**config.mk**
```make
export PLATFORM = sky130hd
export DESIGN_NAME = la_cdc_txhs
export DESIGN_NICKNAME = d
export VERILOG_FILES = /design/src/rtl/la_cdc_pkg.sv /design/src/rtl/la_cdc_acksync.sv /design/src/rtl/la_cdc_txhs.sv
export SDC_FILE = /design/constraint.sdc
export NUM_CORES = 1
export LEC_CHECK = 0
export CORE_MARGIN = 1
export CORE_UTILIZATION = 39
export CTS_CLUSTER_DIAMETER = 60
export DETAILED_ROUTE_END_ITERATION = 12
export PLACE_DENSITY = 0.81
export SYNTH_ARGS = -nofsm -noshare
export SYNTH_HDL_FRONTEND = slang
export SYNTH_SLANG_ARGS = --single-unit
```
**constraint.sdc**
```tcl
create_clock -name clk -period 1.95 [get_ports clk]
set_clock_uncertainty 0.05 [all_clocks]
set_input_delay 0.2925 -clock clk [delete_from_list [all_inputs] [get_ports clk]]
set_output_delay 0.2925 -clock clk [all_outputs]
set_load 0.03 [all_outputs]
```
**src/rtl/la_cdc_pkg.sv**
```systemverilog
// Shared encodings and helpers for the req/ack clock-domain-crossing transmitter.
package la_cdc_pkg;

  localparam logic [1:0] ST_IDLE    = 2'd0;
  localparam logic [1:0] ST_REQ     = 2'd1;
  localparam logic [1:0] ST_RELEASE = 2'd2;

  localparam logic PROTO_4PHASE = 1'b0;
  localparam logic PROTO_2PHASE = 1'b1;

  localparam int TO_W = 16;

  // A zero limit means the timeout is switched off.
  function automatic logic to_expired(input logic [TO_W-1:0] cnt, input logic [TO_W-1:0] limit);
    return (limit != {TO_W{1'b0}}) && (cnt == (limit - {{(TO_W-1){1'b0}}, 1'b1}));
  endfunction

endpackage

```
**src/rtl/la_cdc_acksync.sv**
```systemverilog
// Reset-to-zero flop chain bringing the destination acknowledge into the source clock.
module la_cdc_acksync
  import la_cdc_pkg::*;
#(
  parameter     PROP   = "DEFAULT",
  parameter int STAGES = 2
) (
  input  logic clk,
  input  logic nreset,
  input  logic ack,
  output logic ack_s
);

  logic [STAGES-1:0] sync_r;

  if (PROP == "DEFAULT") begin : g_generic
    // Generic flop chain.
    always_ff @(posedge clk) begin
      if (!nreset) sync_r <= {STAGES{1'b0}};
      else         sync_r <= {sync_r[STAGES-2:0], ack};
    end
  end else begin : g_target
    // Slot for target-specific synchronizer cells; behaves as the generic chain.
    always_ff @(posedge clk) begin
      if (!nreset) sync_r <= {STAGES{1'b0}};
      else         sync_r <= {sync_r[STAGES-2:0], ack};
    end
  end

  assign ack_s = sync_r[STAGES-1];

endmodule

```
**src/rtl/la_cdc_txhs.sv**
```systemverilog
// Source-side transmitter of a req/ack CDC handshake: accepts a word, holds it on
// cdc_data and signals it with cdc_req until the synchronized acknowledge completes it.
module la_cdc_txhs
  import la_cdc_pkg::*;
#(
  parameter     PROP     = "DEFAULT",
  parameter int DW       = 8,
  parameter int STAGES   = 2,
  parameter     PROTOCOL = "4PHASE",
  parameter int TIMEOUT  = 0
) (
  input  logic          clk,
  input  logic          nreset,
  input  logic          in_valid,
  input  logic [DW-1:0] in_data,
  output logic          in_ready,
  output logic          cdc_req,
  output logic [DW-1:0] cdc_data,
  input  logic          cdc_ack,
  output logic          busy,
  output logic          err,
  input  logic          err_clr
);

  localparam logic            PROTO_SEL = (PROTOCOL == "2PHASE") ? PROTO_2PHASE : PROTO_4PHASE;
  localparam logic [TO_W-1:0] TO_LIMIT  = TO_W'(TIMEOUT);

  logic [1:0]      state_r;
  logic [1:0]      state_nxt_s;
  logic            ack_s;
  logic            accept_s;
  logic            load_s;
  logic            req_nxt_s;
  logic            to_hit_s;
  logic [TO_W-1:0] to_cnt_r;

  la_cdc_acksync #(
    .PROP   (PROP),
    .STAGES (STAGES)
  ) u_acksync (
    .clk    (clk),
    .nreset (nreset),
    .ack    (cdc_ack),
    .ack_s  (ack_s)
  );

  // A stale ack left over from a reset blocks new requests until it returns to cdc_req.
  assign in_ready = (state_r == ST_IDLE) & (ack_s == cdc_req) & nreset;
  assign accept_s = in_valid & in_ready;
  assign to_hit_s = to_expired(to_cnt_r, TO_LIMIT) && (state_r != ST_IDLE);

  // State register.
  always_ff @(posedge clk) begin
    if (!nreset) state_r <= ST_IDLE;
    else         state_r <= state_nxt_s;
  end

  // Next-state decode for both protocol flavours.
  always_comb begin
    state_nxt_s = state_r;
    case (state_r)
      ST_IDLE: begin
        if (accept_s) state_nxt_s = ST_REQ;
        else          state_nxt_s = ST_IDLE;
      end
      ST_REQ: begin
        if (PROTO_SEL == PROTO_2PHASE) begin
          if (ack_s == cdc_req) state_nxt_s = ST_IDLE;
          else                  state_nxt_s = ST_REQ;
        end else if (ack_s) begin
          state_nxt_s = ST_RELEASE;
        end else begin
          state_nxt_s = ST_REQ;
        end
      end
      ST_RELEASE: begin
        if (!ack_s) state_nxt_s = ST_IDLE;
        else        state_nxt_s = ST_RELEASE;
      end
      default: state_nxt_s = ST_IDLE;
    endcase
  end

  // Output decode: request level and data load strobe.
  always_comb begin
    load_s    = 1'b0;
    req_nxt_s = cdc_req;
    case (state_r)
      ST_IDLE: begin
        if (accept_s) begin
          load_s    = 1'b1;
          req_nxt_s = (PROTO_SEL == PROTO_2PHASE) ? ~cdc_req : 1'b1;
        end else begin
          req_nxt_s = cdc_req;
        end
      end
      ST_REQ: begin
        if ((PROTO_SEL == PROTO_4PHASE) && ack_s) req_nxt_s = 1'b0;
        else                                      req_nxt_s = cdc_req;
      end
      ST_RELEASE: req_nxt_s = cdc_req;
      default:    req_nxt_s = 1'b0;
    endcase
  end

  // Registered request, held data and busy flag.
  always_ff @(posedge clk) begin
    if (!nreset) begin
      cdc_req  <= 1'b0;
      cdc_data <= {DW{1'b0}};
      busy     <= 1'b0;
    end else begin
      cdc_req <= req_nxt_s;
      busy    <= (state_nxt_s != ST_IDLE);
      if (load_s) cdc_data <= in_data;
    end
  end

  // Wait counter: restarts on every state change and saturates instead of wrapping.
  always_ff @(posedge clk) begin
    if (!nreset)                                               to_cnt_r <= {TO_W{1'b0}};
    else if ((state_nxt_s != state_r) || (state_r == ST_IDLE)) to_cnt_r <= {TO_W{1'b0}};
    else if (to_cnt_r != {TO_W{1'b1}})                         to_cnt_r <= to_cnt_r + {{(TO_W-1){1'b0}}, 1'b1};
    else                                                       to_cnt_r <= to_cnt_r;
  end

  // Sticky timeout flag; a timeout in the same cycle as err_clr keeps it set.
  always_ff @(posedge clk) begin
    if (!nreset)       err <= 1'b0;
    else if (to_hit_s) err <= 1'b1;
    else if (err_clr)  err <= 1'b0;
    else               err <= err;
  end

endmodule
```
# Word level (Yosys, flattened, before mapping)
# Cells that the tools add are included.
[classes] add_sub_neg=0 n_lt_le_gt_ge=0 reduce_logical=3 shifts=0 bitwise=4 mul=0 n_eq_ne=5 n_mux=9 div=0
[op_table] operator="2-bit one-hot mux with 3 select lines" count=1
[op_table] operator="1-bit 2-to-1 mux" count=5
[op_table] operator="2-bit 2-to-1 mux" count=2
[op_table] operator="1-bit bitwise AND" count=3
[op_table] operator="1-bit one-hot mux with 3 select lines" count=1
[op_table] operator="3-bit AND reduction" count=1
[op_table] operator="2-bit by 1-bit == test with 1-bit output, second input constant" count=1
[op_table] operator="2-bit == test, second input constant" count=1
[op_table] operator="2-bit logical NOT" count=1
[op_table] operator="2-bit by 1-bit != test with 1-bit output, second input constant" count=1
[op_table] operator="2-bit != test, second input constant" count=1
[op_table] operator="2-bit nonzero test" count=1
[op_table] operator="1-bit == test" count=1
[op_table] operator="1-bit NOT" count=1
[totals] memories=0 wordCells=26 ramBits=0 out_inout_bits=12 input_bits=13 rom_bits=0 register_bits=14 latch_bits=0

# Longest topological paths before layout
# Gate-level depths: netlist (run 1).
[logic_depth] ltp_word=7 depth_mapped=5

# Hierarchy
# Synthesis (run 1) repeated with hierarchy kept, for this count alone.
[unflattened] hier_cells=63 hier_area_um2=585.6
[modules_own_cells] mod="la_cdc_txhs" cells_per_inst=59 area_each_um2=533.0 instances=1 seq_area_each_um2=240.2
[modules_own_cells] mod="la_cdc_acksync" cells_per_inst=4 area_each_um2=52.6 instances=1 seq_area_each_um2=40.0

# Worst setup path after synthesis (run 1)
# No wires, ideal clock.
[synth_path] kind="flip-flop to output port" start="register cdc_req" end="output port in_ready" arrival_time_ns=1.171 path_stages_with_launch=3 path_buffers=0 setup_slack_ns=0.436 path_cell_list="dfxtp_1 > xnor2_2 > and3_1"
[synth_via] elab_chain_len=3
[synth_rtl] element="start, declared" line="la_cdc_txhs.sv:17" source="output logic cdc_req,"
[synth_rtl] element="start signal, assigned" line="la_cdc_txhs.sv:113" source="cdc_req <= req_nxt_s;"
[synth_rtl] element="1-bit == test" line="la_cdc_txhs.sv:48" source="assign in_ready = (state_r == ST_IDLE) & (ack_s == cdc_req) & nreset;"
[synth_rtl] element="1-bit bitwise AND (2 in series)" line="la_cdc_txhs.sv:48"
[synth_rtl] element="end, declared" line="la_cdc_txhs.sv:16" source="output logic in_ready,"
# No other way between the ends.

# Final worst setup path (run 1)
[layout_path] start="register u_acksync.sync_r[1]" end="output port in_ready"
[layout_via] elab_chain_len=3
[layout_rtl] element="start, declared" line="la_cdc_acksync.sv:14" source="logic [STAGES-1:0] sync_r;"
[layout_rtl] element="start signal, assigned" line="la_cdc_acksync.sv:19" source="if (!nreset) sync_r <= {STAGES{1'b0}};"
[layout_rtl] element="start signal, assigned" line="la_cdc_acksync.sv:20" source="else sync_r <= {sync_r[STAGES-2:0], ack};"
[layout_rtl] element="1-bit == test" line="la_cdc_txhs.sv:48"
[layout_rtl] element="1-bit bitwise AND (2 in series)" line="la_cdc_txhs.sv:48"
# No other way between the ends.

==> flow_summary.json, run 1 <==
{
  "rows": 13,
  "cap_violations": 0,
  "grt_first_pass_wirelength_um": 1730,
  "hpwl_um": 873,
  "grt_overflow": 0,
  "cts.path.max_buffers": 2,
  "initialDrtViolationCount": 14,
  "ios": 25,
  "post-cts-setup-buffer-count": 0,
  "drt_wl_total_um": 1190,
  "num_antenna_cells": 0,
  "yosysUniqueCellTypes": 22,
  "p_per_area_mw_per_mm2": 774,
  "cp-end-kind": "primary output",
  "clock_latency_ps": 270,
  "reg2reg_from": "u_acksync.sync_r[1]",
  "tritoncts": "built",
  "finalSetupViolCount": 0,
  "ant_nets": 0,
  "htree_levels": 1,
  "fp.dieH_um": 40.3,
  "core_area_mm2": 0.00133,
  "p_leak_nw": 0.323,
  "cts_sinks": 14,
  "p_switching_mw": 0.175,
  "power.total_mw": 0.628,
  "cts_buffers": 3,
  "finalCritPeriodShare": 0.919,
  "yosysSeqAreaShare": 0.491,
  "hold_end": "u_acksync.sync_r[1]",
  "wl_per_cell_um": 11.8,
  "hold_class": "flop to flop",
  "grt_max_degree": 11,
  "clockRootBuffer": "clkbuf_4",
  "arrival_ps": 1450,
  "p_comb_frac": 0.248,
  "dr.pass1.iters": 4,
  "die_w_um": 40.3,
  "grt_usage": 0.168,
  "via_per_inst": 5.03,
  "worstSetupPathType": "flop to primary output",
  "fill_cells": 116,
  "r2r_cells": 3,
  "worstReg2RegEnd": "cdc_data[4]",
  "fin_crit_ps": 1790,
  "synth-seq-cells": 14,
  "final_common_cell": "clkdlybuf4s50_1",
  "syn2layout_area_growth_pct": 42.1,
  "dieArea_mm2": 0.00162,
  "switching_share": 0.279,
  "detailroute.via_count": 508,
  "syn_area_um2": 571,
  "slew_violations": 0,
  "vdd_ir_drop_max_mv": 0.463,
  "start_util": 0.428,
  "p_seq_frac": 0.512,
  "drive_above_1_share": 0.0930,
  "status": "completed",
  "hold_viol_final": 0,
  "drc": 0,
  "max_freq_mhz": 558,
  "grt_antenna_before_repair": 0,
  "p_int_mw": 0.452,
  "yosys_warnings": 0,
  "min_path_cells": 1,
  "syn_inst": 63,
  "ctsResizeCount": 0,
  "mostFrequentLayoutCells": "clkdlybuf4s50_1 (21), dfxtp_1 (14), nand2_1 (9), o21ai_0 (9), nand3_1 (8)",
  "min_from": "u_acksync.sync_r[0]",
  "fin_nets": 101,
  "tns_ps": 0,
  "worst-r2r-setup-slack_ps": 590,
  "rsz0062_at_grt": "false",
  "crit_fanout": 10,
  "clk_pin_slew_ps": 70,
  "cts_hold_buf": 0,
  "grt_pass1_vias": 424,
  "worstPathRequired_ps": 1610,
  "portBuffers": 22,
  "syn_nets": 76,
  "place_congestion": 0.653,
  "syn_avg_cell_area_um2": 9.06,
  "power.share.clock": 0.240,
  "cp-start-kind": "flop"
}
-- state kept, by name, indices dropped and copies added, names as in the netlist --
register          flops
state_r               2
busy                  1
u_acksync.sync_r      2
cdc_data              8
cdc_req               1
-- per-stage QoR --
step	worst slack [ps]	utilization	instances	instance area [um^2]	hold WS [ps]
floorplan	436	-	63	571	362
global placement	257	0.591	98	788	369
detailed placement	261	0.591	98	788	372
CTS	140	0.608	101	811	393
global route	79.2	0.608	101	811	422
finish	158	0.608	101	811	387
-- routing by layer --
layer	vias to the layer above	track usage	wire, um
li1	261	-	-
met1	230	0.199	538
met2	17	0.266	563
met3	0	0.0833	86
met4	0	0.0500	0
met5	-	0	0
-- area by class of cell --
class,count,area [um^2],share of cell area
inverters,2,7.51,0.00926
repair buffers,24,233,0.287
well taps,15,18.8,0.0231
flip-flops and latches,14,280,0.346
multi-input cells,43,249,0.307
clock buffers,3,22.5,0.0278
-- worst max-delay path by stage --
| stage | start | end | slack, ps |
|---|---|---|---|
| finish | u_acksync.sync_r[1] | in_ready | 160 |
| global route | u_acksync.sync_r[1] | in_ready | 80 |
| CTS | u_acksync.sync_r[1] | in_ready | 140 |
| detailed placement | nreset | state_r[0] | 260 |
| global placement | nreset | state_r[0] | 260 |
| floorplan | cdc_req | in_ready | 440 |
-- kinds of logic (layout without fill, tap and decap cells) --
kind of cell,Yosys count,in the layout,synth area share
compound gates,13,13,0.134
xor+xnor,2,2,0.0439
buf+inv,6,29,0.0724
flops,14,14,0.491
other cells,1,1,0.00657
simple gates,27,27,0.252
-- worst max-delay path: stages (launching register included) --
cell and delay (ps):
dfxtp_1 380, xnor2_2 410, and3_1 230, buf_4 150
-- synthesized netlist by cell type --
master | count | area [um^2]
clkbuf_1 | 1 | 3.75
nor2b_1 | 2 | 12.5
dfxtp_1 | 14 | 280
xnor2_2 | 1 | 16.3
nand2_1 | 9 | 33.8
nand3b_1 | 1 | 7.51
xor2_1 | 1 | 8.76
and2_4 | 1 | 8.76
and4bb_1 | 1 | 12.5
o21ai_1 | 1 | 5.00
o21a_1 | 1 | 7.51
and2_1 | 2 | 12.5
buf_4 | 1 | 7.51
buf_6 | 2 | 22.5
inv_1 | 2 | 7.51
nor2_1 | 1 | 3.75
and3_1 | 2 | 12.5
o21ai_0 | 9 | 45.0
a32oi_1 | 1 | 8.76
o211a_1 | 1 | 10.0
nand3_1 | 8 | 40.0
conb_1 | 1 | 3.75
-- power by group through the flow --
stage               sequential [mW]  clock (mW)  combinational (mW)
global placement              0.327           0               0.154
finish                        0.321       0.151               0.156
floorplan                     0.361           0              0.0558
global route                  0.323       0.172               0.168
CTS                           0.321       0.159               0.157
detailed placement            0.328           0               0.156
(Power assumes the default switching activity.)
==> inputs of run 2 (changes only) <==
Settings changed: CTS_CLUSTER_DIAMETER 60 to default.
==> results of run 2 <==
Same layout as run 1: the final DEF is identical, and so are final timing and power.
==> inputs of run 3 (changes only) <==
Settings changed: CORE_UTILIZATION 39 to 35, PLACE_DENSITY 0.81 to 0.75.
==> run 3 against run 2 <==
  * Register-to-register slack is essentially flat
  * Critical endpoint unchanged
  * Global-route usage shrank 1.4 points
  * Cell count grew 2.0%
  * Critical path depth is the same
  * Hold slack gained 6.8 ps
  * Critical path type unchanged
  * Design area grew 1.9%
  * Count of clock-buffer cells in the layout grew 1
==> flow_summary.json, run 3 (synthesis gave the netlist of run 1 again) <==
{
  "worst_path_max_delay_cell": "xnor2_2",
  "htree_levels": 1,
  "finalSetupViolCount": 0,
  "reg2reg_from": "u_acksync.sync_r[1]",
  "cts_buffers": 3,
  "fin_hold_ws_ps": 394,
  "ctsResizeCount": 0,
  "fin_crit_ps": 1810,
  "cts.path.max_buffers": 2,
  "critPathMaxStageDelay_ps": 410,
  "cts_sinks": 14,
  "min_from": "u_acksync.sync_r[0]",
  "max_freq_mhz": 552,
  "via_per_inst": 5.06,
  "grt_first_pass_wirelength_um": 2090,
  "dr.pass1.iters": 2,
  "arrival_ps": 1470,
  "post-cts-setup-buffer-count": 0,
  "die_w_um": 42.4,
  "rows": 14,
  "clockRootBuffer": "clkbuf_4",
  "place_congestion": 0.787,
  "fin_nets": 101,
  "clock_latency_ps": 290,
  "cts_hold_buf": 0,
  "cap_violations": 0,
  "hpwl_um": 824,
  "largest_register": "cdc_data",
  "grt_antenna_before_repair": 0,
  "vdd_ir_drop_max_mv": 0.394,
  "num_antenna_cells": 0,
  "worstSetupStartpoint": "u_acksync.sync_r[1]",
  "syn2layout_area_growth_pct": 44.7,
  "rsz0062_at_grt": "false",
  "wl_per_cell_um": 11.8,
  "tritoncts": "built",
  "grt_max_degree": 11,
  "core_area_mm2": 0.00151,
  "p_per_area_mw_per_mm2": 843,
  "reg_top3": "cdc_data (8), state_r (2), u_acksync.sync_r (2)",
  "status": "completed",
  "worstPathCellList": "xnor2_2 > and3_1 > buf_4",
  "dieArea_mm2": 0.00180,
  "mostFrequentLayoutCells": "clkdlybuf4s50_1 (21), dfxtp_1 (14), nand2_1 (9), o21ai_0 (9), nand3_1 (8)",
  "grt_usage": 0.154,
  "tns_ps": 0,
  "cp-start-kind": "flop",
  "finalCritPeriodShare": 0.929,
  "portBuffers": 22,
  "detailroute.via_count": 521,
  "ios": 25,
  "crit_fanout": 10,
  "start_util": 0.379,
  "grt_overflow": 0,
  "worstPathRequired_ps": 1610,
  "ant_nets": 0,
  "fp.dieH_um": 42.4,
  "slew_violations": 0,
  "final_common_cell": "clkdlybuf4s50_1",
  "worstSetupPathType": "flop to primary output",
  "grt_pass1_vias": 491,
  "p_leak_nw": 0.330,
  "hold_class": "flop to flop",
  "drive_above_1_share": 0.103,
  "clk_pin_slew_ps": 90,
  "hold_viol_final": 0,
  "cp-end-kind": "primary output",
  "largest_reg_flops": 8,
  "initialDrtViolationCount": 3,
  "drt_wl_total_um": 1220,
  "drc": 0
}
-- run 3: changes by cell type in the layout (fill, tap and decap cells not counted) --
cell	delta
clkbuf_8	+1
-- run 3: report_power, final --
part / switching [mW] / total, mW / internal [mW]
Sequential: 0.0145 / 0.322 / 0.307
Clock: 0.106 / 0.220 / 0.114
Combinational: 0.0809 / 0.155 / 0.0740
-- run 3: final timing paths --
| kind | slack [ps] | depth (start not counted) | to |
|---|---|---|---|
| worst min register to register | 390 | 1 | u_acksync.sync_r[1] |
| worst min-delay path | 390 | 1 | u_acksync.sync_r[1] |
| worst max register to register | 590 | 3 | cdc_data[3] |
| worst max-delay path | 140 | 3 | in_ready |
-- run 3: metrics by stage --
stage               setup WS (ps)  power (mW)  instances  area, um^2  utilization
global placement              317       0.481         99         790        0.524
finish                        138       0.696        103         826        0.548
CTS                           130       0.694        103         826        0.548
detailed placement            302       0.484         99         790        0.524
floorplan                     436       0.417         63         571            -
global route                 57.0       0.721        103         826        0.548
-- run 3: worst max-delay path: cells and delay by family (launching register included) --
kind	cells	cell delay, ps
flip-flops	1	380
AND/OR/NAND/NOR	1	230
XOR/XNOR	1	410
buffers and inverters	1	150
-- run 3: area by class of cell --
class	instances	area (um^2)
flip-flops and latches	14	280
clock buffers	4	36.3
fillers	155	681
well taps	16	20.0
repair buffers	24	233
inverters	2	7.51
multi-input cells	43	249
-- run 3: layer usage --
metal / wire length (um) / up-vias / share of wire / GRT usage
met2: 558 / 20 / 0.46 / 0.249
li1: - / 259 / - / -
met5: 0 / - / 0 / 0
met1: 546 / 239 / 0.45 / 0.196
met3: 89 / 3 / 0.073 / 0.0302
met4: 23 / 0 / 0.019 / 0.0750
